[src/rtl/mem_stage_ctrl.sv]
// ---------------------------------------------------------------------------
// mem_stage_ctrl
//   Memory-stage controller fed by the EX/MEM pipeline register. ALU results
//   are forwarded to writeback one cycle after acceptance. Loads and stores
//   run a req/ack handshake with a variable-latency data memory. The stage
//   stalls upstream while an access is outstanding. It aborts an access that
//   is not acknowledged within TIMEOUT cycles. A load+store combination is
//   reported as an error.
//
// Ports
//   clk, reset           clock; synchronous active-high reset
//   ex_valid/load/store  EX/MEM slot qualifiers
//   ex_rd, ans_ex        destination index, ALU result / memory address
//   DM_data              store data
//   stall                high whenever an access is outstanding
//   dm_req/we/addr/wdata memory request, held stable until ack or abort
//   dm_ack, dm_rdata     memory completion and read data
//   wb_valid/data/rd     writeback pulse, data and register index
//   mem_err              single-cycle pulse on timeout or illegal op
// ---------------------------------------------------------------------------
module mem_stage_ctrl #(
   parameter int unsigned DATA_W  = 8,
   parameter int unsigned ADDR_W  = 8,
   parameter int unsigned TIMEOUT = 15
) (
   input  logic              clk,
   input  logic              reset,
   input  logic              ex_valid,
   input  logic              ex_load,
   input  logic              ex_store,
   input  logic [2:0]        ex_rd,
   input  logic [DATA_W-1:0] ans_ex,
   input  logic [DATA_W-1:0] DM_data,
   output logic              stall,
   output logic              dm_req,
   output logic              dm_we,
   output logic [ADDR_W-1:0] dm_addr,
   output logic [DATA_W-1:0] dm_wdata,
   input  logic              dm_ack,
   input  logic [DATA_W-1:0] dm_rdata,
   output logic              wb_valid,
   output logic [DATA_W-1:0] wb_data,
   output logic [2:0]        wb_rd,
   output logic              mem_err
);

   localparam int unsigned CNT_W = (TIMEOUT > 1) ? $clog2(TIMEOUT) : 1;

   typedef enum logic {IDLE, ACCESS} state_t;

   state_t              state_q, state_d;
   logic [CNT_W-1:0]    cnt_q, cnt_d;
   logic                we_q, we_d;
   logic [ADDR_W-1:0]   addr_q, addr_d;
   logic [DATA_W-1:0]   wdata_q, wdata_d;
   logic [2:0]          rd_q, rd_d;
   logic                wb_valid_q, wb_valid_d;
   logic [DATA_W-1:0]   wb_data_q, wb_data_d;
   logic [2:0]          wb_rd_q, wb_rd_d;
   logic                mem_err_q, mem_err_d;

   always_ff @(posedge clk) begin
      if (reset) begin
         state_q    <= IDLE;
         cnt_q      <= '0;
         we_q       <= 1'b0;
         addr_q     <= '0;
         wdata_q    <= '0;
         rd_q       <= '0;
         wb_valid_q <= 1'b0;
         wb_data_q  <= '0;
         wb_rd_q    <= '0;
         mem_err_q  <= 1'b0;
      end else begin
         state_q    <= state_d;
         cnt_q      <= cnt_d;
         we_q       <= we_d;
         addr_q     <= addr_d;
         wdata_q    <= wdata_d;
         rd_q       <= rd_d;
         wb_valid_q <= wb_valid_d;
         wb_data_q  <= wb_data_d;
         wb_rd_q    <= wb_rd_d;
         mem_err_q  <= mem_err_d;
      end
   end

   always_comb begin
      state_d    = state_q;
      cnt_d      = cnt_q;
      we_d       = we_q;
      addr_d     = addr_q;
      wdata_d    = wdata_q;
      rd_d       = rd_q;
      wb_valid_d = 1'b0;
      wb_data_d  = wb_data_q;
      wb_rd_d    = wb_rd_q;
      mem_err_d  = 1'b0;

      case (state_q)
         IDLE: begin
            if (ex_valid) begin
               if (ex_load && ex_store) begin
                  mem_err_d = 1'b1;
               end else if (ex_load || ex_store) begin
                  state_d = ACCESS;
                  cnt_d   = '0;
                  we_d    = ex_store;
                  addr_d  = ans_ex[ADDR_W-1:0];
                  wdata_d = DM_data;
                  rd_d    = ex_rd;
               end else begin
                  wb_valid_d = 1'b1;
                  wb_data_d  = ans_ex;
                  wb_rd_d    = ex_rd;
               end
            end
         end
         ACCESS: begin
            // Ack is checked before the timeout so an ack on the final
            // allowed cycle still completes normally.
            if (dm_ack) begin
               state_d = IDLE;
               if (!we_q) begin
                  wb_valid_d = 1'b1;
                  wb_data_d  = dm_rdata;
                  wb_rd_d    = rd_q;
               end
            end else if (cnt_q == CNT_W'(TIMEOUT - 1)) begin
               state_d   = IDLE;
               mem_err_d = 1'b1;
            end else begin
               cnt_d = cnt_q + CNT_W'(1);
            end
         end
         default: state_d = IDLE;
      endcase
   end

   assign stall    = (state_q != IDLE);
   assign dm_req   = (state_q == ACCESS);
   assign dm_we    = we_q;
   assign dm_addr  = addr_q;
   assign dm_wdata = wdata_q;
   assign wb_valid = wb_valid_q;
   assign wb_data  = wb_data_q;
   assign wb_rd    = wb_rd_q;
   assign mem_err  = mem_err_q;

endmodule
[config.mk]
export PLATFORM = sky130hd
export DESIGN_NAME = mem_stage_ctrl
export DESIGN_NICKNAME = d
export VERILOG_FILES = /design/src/rtl/mem_stage_ctrl.sv
export SDC_FILE = /design/constraint.sdc
export NUM_CORES = 1
export LEC_CHECK = 0
export ABC_AREA = 1
export CAP_MARGIN = 20
export CORE_MARGIN = 2
export CORE_UTILIZATION = 40
export CTS_CLUSTER_SIZE = 24
export DETAILED_ROUTE_END_ITERATION = 6
export PLACE_DENSITY = 0.84
export SYNTH_ARGS = -nofsm -noshare
export SYNTH_HDL_FRONTEND = slang
export SYNTH_SLANG_ARGS = --single-unit
[constraint.sdc]
create_clock -name clk -period 1.35 [get_ports clk]
set_input_delay 0.135 -clock clk [delete_from_list [all_inputs] [get_ports clk]]
set_output_delay 0.135 -clock clk [all_outputs]
set_load 0.01 [all_outputs]
* Word level (Yosys, flattened, before mapping) *
Index checks and enable logic that the tools add are counted.

operators by class
  bitwise logic cells = 2
  add/subtract/negate cells = 1
  muxes and demuxes = 35
  reduce and logical (&&, ||, !) cells = 5
  equality and inequality tests = 9

operators with widths
  cell                                                           count
  8-bit two-way mux                                              5
  4-bit two-way mux                                              5
  2-bit inequality test, second input constant                   8
  8-bit one-hot mux with 2 select lines                          1
  3-bit two-way mux                                              5
  1-bit two-way mux                                              14
  5-bit AND reduction                                            2
  4-bit one-hot mux with 2 select lines                          1
  1-bit one-hot mux with 2 select lines                          3
  3-bit one-hot mux with 2 select lines                          1
  4-bit by 1-bit adder with 4-bit output, second input constant  1
  4-bit == test, second input constant                           1
  4-bit AND reduction                                            1
  1-bit NOT                                                      2
  1-bit logical AND                                              1
  1-bit logical OR                                               1

storage, ports and cells
  register bits after elaboration = 38
  output and inout bits = 32
  word-level logic and storage cells = 62

* Logic depth before layout (Yosys ltp) *
  depth in word-level cells = 5
  depth in mapped cells = 9
  mapped depth without buffers = 9

* Worst setup path before layout *
Ideal clock, no wire load.

  path type = register to register
  start = register state_q (netlist: dm_req)
  end = register wb_data_q[0] (netlist: wb_data[0])
  data required time = 1235 ps
  stages on the path, launching flop included = 10
  arrival time = 1102 ps
  period minus slack after synthesis = 1217 ps
  path slack = 133 ps
  cells stage by stage = dfxtp_1 buf_6 inv_8 nand2_4 nand2_2 o21ai_2 buf_6 nand3_1 nand2_1 nor2_1

on the way
  word-level cells in the longest chain between the ends = 3
  elaborated cells on any way between the ends = 8
  classes of those cells = eq/ne (5); mux (1); bitwise (1); reduce/logical (1)

RTL lines
  element                          RTL line  text
  start: declaration               51        state_t state_q, state_d;
  start signal: assignment         75        state_q <= state_d;
  1-bit NOT (no line)              --
  2-bit inequality test (no line)  --
  5-bit AND reduction (no line)    --
  end signal: assignment           82        wb_data_q <= wb_data_d;
  end: declaration                 58        logic [DATA_W-1:0] wb_data_q, wb_data_d;

Several ways; a longest one is shown, not always the timed one.
A chain may end at the register's enable or synchronous reset.

* Worst setup path after layout *
  start = register addr_q[4] (netlist: dm_addr[4])
  end = output dm_addr[4]

RTL lines
  element                   RTL line  text
  start: declaration        54        logic [ADDR_W-1:0] addr_q, addr_d;
  start signal: assignment  78        addr_q <= addr_d;
  end: declaration          37        output logic [ADDR_W-1:0] dm_addr,

No word-level cell between the ends.

==> out/metrics.cfg <==
[status]
status=completed

[sta]
fin_setup_tns_ns=0
setup-violations-final=0
final.min_clock_period_ns=1.31
clock_skew_ns=0.00729
finalCritPeriodShare_pct=96.8
worst_pin_slew_ns=0.239
slew_headroom_pct=84.0
hold_viol=0
fmax_mhz=765
final_max_slew_viol_count=0

[synth]
synth_area_leaders=dfxtp_1, nor2_1, nand2_1, o21ai_0, a21boi_0
synth_compound_area_share_pct=18.0
synth_top_family_by_area=simple AND/OR/NAND/NOR gates
synth_xor_xnor_area_share_pct=0
ys_ff_latch=38
synthMuxAreaShare_pct=0
yosys.area_share.adder_pct=2.81
syn_area_per_cell_um2=7.69
syn_area_um2=1780
yosysWarnings=0
ys_seq_area_share_pct=42.6
synthSimpleGateAreaFrac_pct=27.3
synth_top_cell_area_share_pct=42.6
synth_top_cell_by_area=dfxtp_1
syn-num-nets=269
synth_cell_types=30
postSynthCellCount=232

[min_path]
hold_class=in2reg

[power]
ir_worst_vdd_mv=0.532
finalPower_uw=2740
powerDensity_nw_per_um2=993
p_leak_uw=0.00128

[drt]
via_per_inst=4.85
num_vias=1772
first_pass_iters=4
wl_um=4670
first_iter_violations=191
drc=0
ant_nets=0
wire_per_inst_um=12.8

[clocking]
cts_made_buffers=5
path_clk_slew_ns=0.07
cts_buffer_depth=2
worstSkewPairLatency_ns=0.29
cts_max_level=2
cts-root-buf=clkbuf_8
cts_tree=done
clock_sinks=38

[floorplan]
dieArea_um2=5010
die_y_um=70.8
initial_core_util_pct=41.3
io-pin-count=65
rows=24
fp.dieW_um=70.8
fp.coreArea_um2=4320

[grt]
overflow=0
grt_antenna_before_repair=0
grtUsageMet3_pct=4.27
use_met2_pct=31.6
grt_pass1_wl_um=7620
grt_max_degree=33
grt_pass1_vias=1597
grt_use_total_pct=19.3
grt_util_met1_pct=24.8
top_usage_layer=met2

[finish]
post-route-util_pct=63.9
nets=350
final_cell_area_um2=2760
area_growth_pct=54.9
diodes=0
drive_gt1_share_pct=16.9

[placement]
gp_congestion=0.841
port_buffers=64
dpl_cell_area_um2=2550
post-dp-hpwl_um=3280

[setup_path]
crit_fanout=2
critPathBufInv=1
startpoint_type=flip-flop
crit_path_top_delay_cell=clkdlybuf4s50_1
path_cells=clkdlybuf4s50_1
endpoint_kind=output port
cpPeakStageDelay_ns=0.55
worstPathRequired_ns=1.22
arrival_ns=1.17
criticalPathCategory=reg2out
crit_family=buffers and inverters

[job]
drv_cap=0

per-layer routing:
| metal | wire (um) | part of all wire [%] |
|---|---|---|
| met1 | 2030 | 43 |
| met2 | 2330 | 50 |
| met3 | 239 | 5.1 |
| met4 | 75 | 1.6 |
| met5 | 0 | 0 |
timing repair:
item                       CTS  global route
cloned                       2             1
buffers inserted             2             5
hold buffers                 0             0
resized for setup           19            16
pin swaps                    1             0
setup endpoints to repair   17            36
worst paths after layout:
kind | start | to | slack [ns] | cells after the start
worst max-delay path | dm_addr[4]$_SDFFE_PP0P_ | dm_addr[4] | 0.04 | 1
worst min-delay path | ex_store | dm_we$_SDFFE_PP0P_ | 0.34 | 3
worst min register to register | dm_wdata[4]$_SDFFE_PP0P_ | dm_wdata[4]$_SDFFE_PP0P_ | 0.48 | 2
worst max register to register | cnt_q[0]$_SDFFE_PP0P_ | cnt_q[0]$_SDFFE_PP0P_ | 0.08 | 8
kinds of logic after synthesis:
| group | count (synthesis) |
|---|---|
| AO/OA/AOI/OAI | 53 |
| flip-flops | 38 |
| adder cells (fa/ha/maj) | 4 |
| buffers and inverters | 26 |
| AND/OR/NAND/NOR | 111 |
state kept, by name, summed over array words and instances, names as in the netlist:
| signal | flops |
|---|---|
| dm_addr | 8 |
| dm_wdata | 8 |
| wb_data | 8 |
| cnt_q | 4 |
| rd_q | 3 |
| wb_rd | 3 |
| dm_req | 1 |
| dm_we | 1 |
| mem_err | 1 |
| wb_valid | 1 |
cells in the mapped netlist:
master / instances
dfxtp_1: 38
inv_8: 1
nand3b_1: 1
ha_1: 4
nand3_1: 15
a21oi_2: 3
a21oi_4: 1
nand3_2: 1
buf_4: 2
nand2_4: 1
o21ai_0: 20
buf_2: 2
o21ai_2: 1
a21boi_0: 11
nor2_4: 1
nand2_2: 2
nor2_8: 1
or2_1: 1
nand4_1: 1
inv_1: 10
clkinv_2: 1
a21oi_1: 15
clkbuf_2: 2
nor3_1: 1
nand2_1: 34
o21ai_1: 1
o21bai_1: 1
clkbuf_1: 2
nor2_1: 52
buf_6: 6
power breakdown:
group | leakage, uW | switching, uW | internal [uW] | total (uW)
combinational | 0.000919 | 355 | 405 | 760
sequential | 0.000313 | 46.6 | 1210 | 1260
clock | 0.0000438 | 382 | 346 | 729
final cells by class:
class                   instances  area, um^2
multi-input cells             168         886
repair inverters                1        11.3
clock inverters                 2        10.0
well taps                      52        65.1
repair buffers                 87         887
inverters                      12        72.6
fillers                       384        1560
clock buffers                   5        68.8
flip-flops and latches         38         763
layout by cell type, fill, tap and decap left out, types with 8 or more instances in the layout:
cell             instances
dfxtp_1                 36
o21ai_0                 19
inv_1                    9
nand2_1                 32
dlymetal6s2s_1           9
nor2_1                  52
buf_4                   17
clkdlybuf4s50_1         50
nand3_1                 14
a21boi_0                 8
a21oi_1                 14
worst reg2reg max path, delay by kind of cell (launching register included):
| family | cells | cell delay, ns |
|---|---|---|
| fa+ha+maj | 1 | 0.22 |
| buf+inv | 2 | 0.11 |
| flops | 1 | 0.34 |
| compound gates | 1 | 0.15 |
| simple gates | 4 | 0.35 |
through the flow:
stage                     setup WS, ns  hold WS (ns)  cells
final                           0.0434         0.341    365
after global routing          -0.00323         0.342    365
after CTS                     -0.00695         0.337    361
after detailed placement        -0.334         0.472    350
after global placement          -0.257         0.461    350
after floorplan                  0.133         0.197    232
(Power assumes the default switching activity.)
